[config.mk]
export PLATFORM = sky130hd
export DESIGN_NAME = router_input_buffer_flat
export DESIGN_NICKNAME = d
export VERILOG_FILES = /design/src/rtl/router_input_buffer_if.sv /design/src/rtl/router_input_buffer.sv /design/src/flat_wrapper.sv
export SDC_FILE = /design/constraint.sdc
export NUM_CORES = 1
export LEC_CHECK = 0
export CORE_AREA = 10 10 150 152
export CTS_CLUSTER_DIAMETER = 30
export DETAILED_ROUTE_END_ITERATION = 12
export DIE_AREA = 0 0 160 162
export SYNTH_ARGS = -nofsm -noshare
export SYNTH_HDL_FRONTEND = slang
export SYNTH_SLANG_ARGS = --single-unit
[constraint.sdc]
create_clock -name clk -period 2.68 [get_ports clk]
set_input_delay 0.402 -clock clk [delete_from_list [all_inputs] [get_ports clk]]
set_output_delay 0.402 -clock clk [all_outputs]
set_load 0.01 [all_outputs]
[src/rtl/router_input_buffer_if.sv]
// Handshake bundle between a router input port and its input buffer.
// The master side feeds flits and flow-control strobes; the slave side is the buffer.
interface router_input_buffer_if #(
  parameter int FLIT_W = 32,
  parameter int DEPTH  = 4
) ();
  localparam int CNT_W = $clog2(DEPTH + 1);

  logic              wr_en;
  logic [FLIT_W-1:0] flit_in;
  logic              full;
  logic              rd_en;
  logic              en;
  logic              empty;
  logic [FLIT_W-1:0] flit_out;
  logic              valid;
  logic [CNT_W-1:0]  count;
  logic              ovf_err;

  modport master (
    output wr_en, flit_in, rd_en, en,
    input  full, empty, flit_out, valid, count, ovf_err
  );

  modport slave (
    input  wr_en, flit_in, rd_en, en,
    output full, empty, flit_out, valid, count, ovf_err
  );
endinterface

[src/rtl/router_input_buffer.sv]
// Per-port router input buffer: a DEPTH-entry synchronous FIFO feeding a single
// flit pipeline register that flow control advances with en/rd_en.
module router_input_buffer #(
  parameter int FLIT_W = 32,
  parameter int DEPTH  = 4
) (
  input  logic                       clk,
  input  logic                       rst,
  router_input_buffer_if.slave       bus
);
  localparam int CNT_W = $clog2(DEPTH + 1);
  localparam int PTR_W = (DEPTH > 1) ? $clog2(DEPTH) : 1;

  logic [FLIT_W-1:0] mem_q [DEPTH];
  logic [PTR_W-1:0]  rp_q, rp_d, wp_q, wp_d;
  logic [CNT_W-1:0]  count_q, count_d;
  logic [FLIT_W-1:0] flit_out_q, flit_out_d;
  logic              valid_q, valid_d;
  logic              ovf_q, ovf_d;
  logic              full, empty, push, pop;

  assign full  = (count_q == CNT_W'(DEPTH));
  assign empty = (count_q == '0);
  // A pop needs en as well, so the FIFO never releases a flit the register misses.
  assign push  = bus.wr_en & ~full;
  assign pop   = bus.rd_en & bus.en & ~empty;

  always_comb begin
    rp_d       = rp_q;
    wp_d       = wp_q;
    count_d    = count_q;
    flit_out_d = flit_out_q;
    valid_d    = valid_q;
    ovf_d      = ovf_q;

    if (bus.wr_en && full) begin
      ovf_d = 1'b1;
    end

    if (push) begin
      wp_d = (wp_q == PTR_W'(DEPTH - 1)) ? '0 : wp_q + 1'b1;
    end

    if (pop) begin
      rp_d = (rp_q == PTR_W'(DEPTH - 1)) ? '0 : rp_q + 1'b1;
    end

    if (push && !pop) begin
      count_d = count_q + 1'b1;
    end else if (pop && !push) begin
      count_d = count_q - 1'b1;
    end

    if (bus.en) begin
      valid_d = pop;
      if (pop) begin
        flit_out_d = mem_q[rp_q];
      end
    end
  end

  always_ff @(posedge clk or posedge rst) begin
    if (rst) begin
      rp_q       <= '0;
      wp_q       <= '0;
      count_q    <= '0;
      flit_out_q <= '0;
      valid_q    <= 1'b0;
      ovf_q      <= 1'b0;
    end else begin
      rp_q       <= rp_d;
      wp_q       <= wp_d;
      count_q    <= count_d;
      flit_out_q <= flit_out_d;
      valid_q    <= valid_d;
      ovf_q      <= ovf_d;
    end
  end

  // Storage is deliberately left out of reset.
  always_ff @(posedge clk) begin
    if (push) begin
      mem_q[wp_q] <= bus.flit_in;
    end
  end

  assign bus.full     = full;
  assign bus.empty    = empty;
  assign bus.count    = count_q;
  assign bus.flit_out = flit_out_q;
  assign bus.valid    = valid_q;
  assign bus.ovf_err  = ovf_q;
endmodule
[src/flat_wrapper.sv]
// flat-port wrapper written by rule: the top's interface ports become plain ports
module router_input_buffer_flat 
#(
  parameter int FLIT_W = 32,
  parameter int DEPTH  = 4
)
  (clk, rst, bus_wr_en, bus_flit_in, bus_rd_en, bus_en, bus_full, bus_empty, bus_flit_out, bus_valid, bus_count, bus_ovf_err);
  router_input_buffer_if #(.FLIT_W(FLIT_W), .DEPTH(DEPTH)) bus_i ();
  input  logic clk;
  input  logic rst;
  input wire logic [$bits(bus_i.wr_en)-1:0] bus_wr_en;
  input wire logic [$bits(bus_i.flit_in)-1:0] bus_flit_in;
  input wire logic [$bits(bus_i.rd_en)-1:0] bus_rd_en;
  input wire logic [$bits(bus_i.en)-1:0] bus_en;
  output wire logic [$bits(bus_i.full)-1:0] bus_full;
  output wire logic [$bits(bus_i.empty)-1:0] bus_empty;
  output wire logic [$bits(bus_i.flit_out)-1:0] bus_flit_out;
  output wire logic [$bits(bus_i.valid)-1:0] bus_valid;
  output wire logic [$bits(bus_i.count)-1:0] bus_count;
  output wire logic [$bits(bus_i.ovf_err)-1:0] bus_ovf_err;
  assign bus_i.wr_en = bus_wr_en;
  assign bus_i.flit_in = bus_flit_in;
  assign bus_i.rd_en = bus_rd_en;
  assign bus_i.en = bus_en;
  assign bus_full = bus_i.full;
  assign bus_empty = bus_i.empty;
  assign bus_flit_out = bus_i.flit_out;
  assign bus_valid = bus_i.valid;
  assign bus_count = bus_i.count;
  assign bus_ovf_err = bus_i.ovf_err;
  router_input_buffer #(.FLIT_W(FLIT_W), .DEPTH(DEPTH)) u_core (.clk(clk), .rst(rst), .bus(bus_i));
endmodule
Yosys cells after proc, flatten, opt, wreduce, memory -nomap -nowiden
Memories as Yosys holds them, arrays and structs flattened. A register that Yosys moved wholly into a read port is not among the register bits.
Cells that the tools add are included.
{"block": "totals", "reg_bits": 9, "wordCells": 32, "ramBits": 128, "mem_count": 1}
{"block": "op_classes", "eq_ne": 3, "n_reduce_logical": 8, "bitwise": 5, "addsub": 4, "muxes": 6}
{"memory": "u_core.mem_q", "depth": 4, "word_bits": 32, "read_ports": 1, "rd_ports_with_merged_regs": 1, "write_ports": 1, "line": "router_input_buffer.sv:14", "rtl": "logic [FLIT_W-1:0] mem_q [DEPTH];"}
{"operator": "$mux 3", "n": 2}
{"operator": "$add 2x1->2 const B", "n": 2}
{"operator": "$eq 2x2->1 const B", "n": 2}
{"operator": "$mux 2", "n": 2}
{"operator": "$add 3x1->3 const B", "n": 1}
{"operator": "$and 1x1->1", "n": 3}
{"operator": "$eq 3x3->1 const B", "n": 1}
{"operator": "$logic_and 1x1->1", "n": 3}
{"operator": "$logic_not 3->1", "n": 1}
{"operator": "$sub 3x1->3 const B", "n": 1}
{"operator": "$logic_not 1->1", "n": 2}
{"operator": "$mux 1", "n": 2}
{"operator": "$not 1->1", "n": 2}
{"operator": "$reduce_and 2->1", "n": 1}
{"operator": "$reduce_bool 2->1", "n": 1}

Longest topological paths before layout
{"block": "depth", "ltp_word": 7, "mapped_depth": 9}

Worst setup path before layout
No wires, ideal clock.
{"block": "synth_path", "path_type": "reg2reg", "from": "register u_core.count_q[0] (netlist: u_core.bus.count[0])", "to": "register u_core.count_q[2] (netlist: u_core.bus.count[2])", "slack_ns": 0.401, "setup_time_ns": 0.080, "t_arrival_ns": 2.199, "required_time_ns": 2.600, "period_less_slack_ns": 2.279, "stages_incl_launch_ff": 9, "cell_sequence": "dfrtp_1 o311ai_4 buf_6 ha_1 inv_1 fa_1 xor2_1 nor2_1 xor2_1"}
{"block": "synth_via", "elab_chain_cells": 6}
{"item": "from (decl)", "line": "router_input_buffer.sv:16", "rtl": "logic [CNT_W-1:0] count_q, count_d;"}
{"item": "from (signal assigned)", "line": "router_input_buffer.sv:73", "rtl": "count_q <= count_d;"}
{"item": "branches (longest 6 deep; another with $sub 3x1->3)"}
Parallel ways; which one is timed is not known. The select of a mux whose other input is x is not followed.
A chain may end at the register's enable or synchronous reset.

Worst setup path after layout
{"block": "layout_path", "from": "register u_core.count_q[0] (netlist: u_core.bus.count[0])", "to": "output port bus_full"}
{"block": "layout_via", "elab_chain_cells": 1}
{"item": "$eq 3x3->1", "line": "router_input_buffer.sv:22", "rtl": "assign full = (count_q == CNT_W'(DEPTH));"}
{"item": "to (decl)", "line": "flat_wrapper.sv:15", "rtl": "output wire logic [$bits(bus_i.full)-1:0] bus_full;"}
No other way between the ends.

==> impl_metrics.yaml <==
timing:
  fin_crit_ns: 2.17
  worst_slew_pin_slew_ns: 0.909
  hold_viol_final: 0
  setup_slack_ns: 0.513
  slew_headroom_pct: 39.4
  fin_skew_ns: 0.00799
  period_share_pct: 80.9
  rsz0062_at_grt: "no"
  maxSlewViolCount: 0
  setup_tns_ns: 0
  whs_ns: 0.449
  setup_viol: 0
  fmax_mhz: 461
setup_path:
  max_stage_delay_ns: 0.58
  crit_chain: "nor3b_2, clkdlybuf4s50_1"
  path_buf_inv: 1
  r2r_setup_slack_ns: 0.66
  crit_type: "flip-flop to primary output"
  cp_top_family: "buffers and inverters"
  r2r-end: "u_core.bus.count[2]$_DFFE_PP0P_"
  crit_fanout: 6
  critPathRequiredTime_ns: 2.28
  worstSetupEndpointType: "primary output"
  cp-start-kind: "flip-flop"
  cpMaxStageDelayCell: "clkdlybuf4s50_1"
  worstPathArrival_ns: 1.76
  reg2reg_depth: 8
  path_depth: 2
  rr_startpoint: "u_core.bus.count[2]$_DFFE_PP0P_"
die:
  initial_utilization_pct: 32.7
  die_area_mm2: 0.0259
  core-area_mm2: 0.0194
  dieWidth_um: 160
  die_h_um: 162
  std_cell_rows: 51
  io_pins: 76
placed_design:
  place_ws_ns: 0.439
  port-buffer-count: 75
  placed_cells: 614
  gp_congestion: 0.698
  dp_hpwl_mm: 6.89
  place_area_mm2: 0.00746
clock_tree:
  htreeDepth: 4
  post_cts_buffers: 0
  cts_sinks: 169
  root_buffer: "clkbuf_16"
  cts_tree: "yes"
  clk_latency_ns: 0.42
  post_cts_resized: 0
  clkTransAtPathRegs_ns: 0.06
  ctsHoldBuffers: 0
  clockBufferDepth: 2
  numCtsBuffers: 17
cells_and_area:
  syn_to_final_growth_pct: 26.3
  final-instance-count-excl-fill: 646
  diodes: 0
  drive_gt1_share_pct: 29.9
  layout.nets: 412
  stdcell_area_mm2: 0.00801
  utilization_pct: 41.3
grt:
  grt_remaining_overflow: 0
  antenna_found_initial: 0
  grt_pass1_vias: 3228
  grt_max_degree: 42
  grt_usage_pct: 9.73
  grt_pass1_wl_mm: 19.2
logic_synthesis:
  ys_types: 23
  ys_seq_elements: 169
  ys.flop_type: "edfxtp_1"
  yosysMostFrequentCell: "edfxtp_1"
  synth-async-reset-ratio_pct: 24.3
  synth_top_area_share_pct: 60.6
  synth.area.top_cells: "edfxtp_1, dfrtp_1, mux4_2"
  synth_top_area_cell: "edfxtp_1"
  yosysSeqAreaShare_pct: 76.7
  syn-num-nets: 322
  ys_warn_count: 0
  synth_edf_count: 128
  syn_avg_cell_area_um2: 22.8
  synth_area_mm2: 0.00635
  postSynthCellCount: 278
  synth_commonest_cells: "edfxtp_1, dfrtp_1, mux2_2, mux4_2, buf_6"
power:
  vdd_drop_max_mv: 0.467
  total_power_mw: 8.77
  p_per_area_mw_per_mm2: 1090
  p_leak_nw: 2.76
run:
  maxCapViolCount: 0
drt:
  drtIter0Drc: 154
  wl_mm: 11.9
  via_count: 2874
  detail_route.first_pass.iterations: 4
  via_per_inst: 4.45
  antenna_left: 0
  post_drt_wl_per_cell_um: 18.4
  drcViolationCount: 0
worst_hold_path:
  hp-class: "input pin to asynchronous set/reset pin"
status:
  outcome: "completed"
area by class of cell:
| class | instances | area [µm²] |
|---|---|---|
| Clock buffer | 18 | 429 |
| Fill cell | 1782 | 11400 |
| Sequential cell | 169 | 4870 |
| Multi-Input combinational cell | 92 | 1360 |
| Inverter | 5 | 18.8 |
| Clock inverter | 14 | 125 |
| Timing Repair Buffer | 83 | 873 |
| Tap cell | 265 | 332 |
tightest hold or removal path, stage by stage:
cell,delay [ns]
clkdlybuf4s50_1,0.41
inv_2,0.05
buf_4,0.48
logic make-up (layout without fill, tap and decap cells):
group,after synthesis,in the layout,share of synthesized area [%]
compound gates,4,4,0.729
xor+xnor,3,3,0.414
fa+ha+maj,7,7,1.50
buf+inv,17,120,1.85
flops,169,169,76.7
mux,68,68,17.8
simple gates,10,10,0.966
sequential cells by signal (all words and copies together), names as in the netlist:
| register | flops |
|---|---|
| u_core.mem_q | 128 |
| u_core.bus.valid | 1 |
| u_core.rp_q | 2 |
| u_core.bus.count | 3 |
| u_core.bus.ovf_err | 1 |
| u_core.bus.flit_out | 32 |
| u_core.wp_q | 2 |
worst max-delay path by stage:
stage	to	from	slack (ns)
after detailed placement	u_core.bus.count[2]$_DFFE_PP0P_	bus_wr_en	0.44
after global placement	u_core.bus.count[2]$_DFFE_PP0P_	bus_wr_en	0.49
after global routing	bus_full	u_core.bus.count[0]$_DFFE_PP0P_	0.40
after floorplan	u_core.bus.count[2]$_DFFE_PP0P_	u_core.bus.count[0]$_DFFE_PP0P_	0.40
after CTS	bus_full	u_core.bus.count[0]$_DFFE_PP0P_	0.48
final	bus_full	u_core.bus.count[0]$_DFFE_PP0P_	0.51
power breakdown:
group | internal [mW] | switching, mW
Combinational | 1.49 | 1.02
Sequential | 3.57 | 0.391
Clock | 1.29 | 1.02
cells in the final DEF, fill, tap and decap left out, types with 3 or more instances in the layout:
| cell type | instances |
|---|---|
| dfrtp_1 | 39 |
| ha_1 | 6 |
| clkinv_2 | 4 |
| mux4_2 | 32 |
| clkbuf_16 | 17 |
| buf_12 | 5 |
| edfxtp_1 | 128 |
| clkdlybuf4s50_1 | 75 |
| inv_6 | 3 |
| inv_1 | 4 |
| clkinv_4 | 3 |
| mux2_2 | 34 |
| and2_2 | 4 |
| buf_4 | 3 |
routing by layer:
metal	share of wire, %	GRT usage [%]	wire length, µm
met4	1.4	3.76	171
met1	45	11.8	5340
met2	49	15.8	5820
met5	0	0	0
met3	4.7	3.19	562
(Power assumes the default switching activity.)
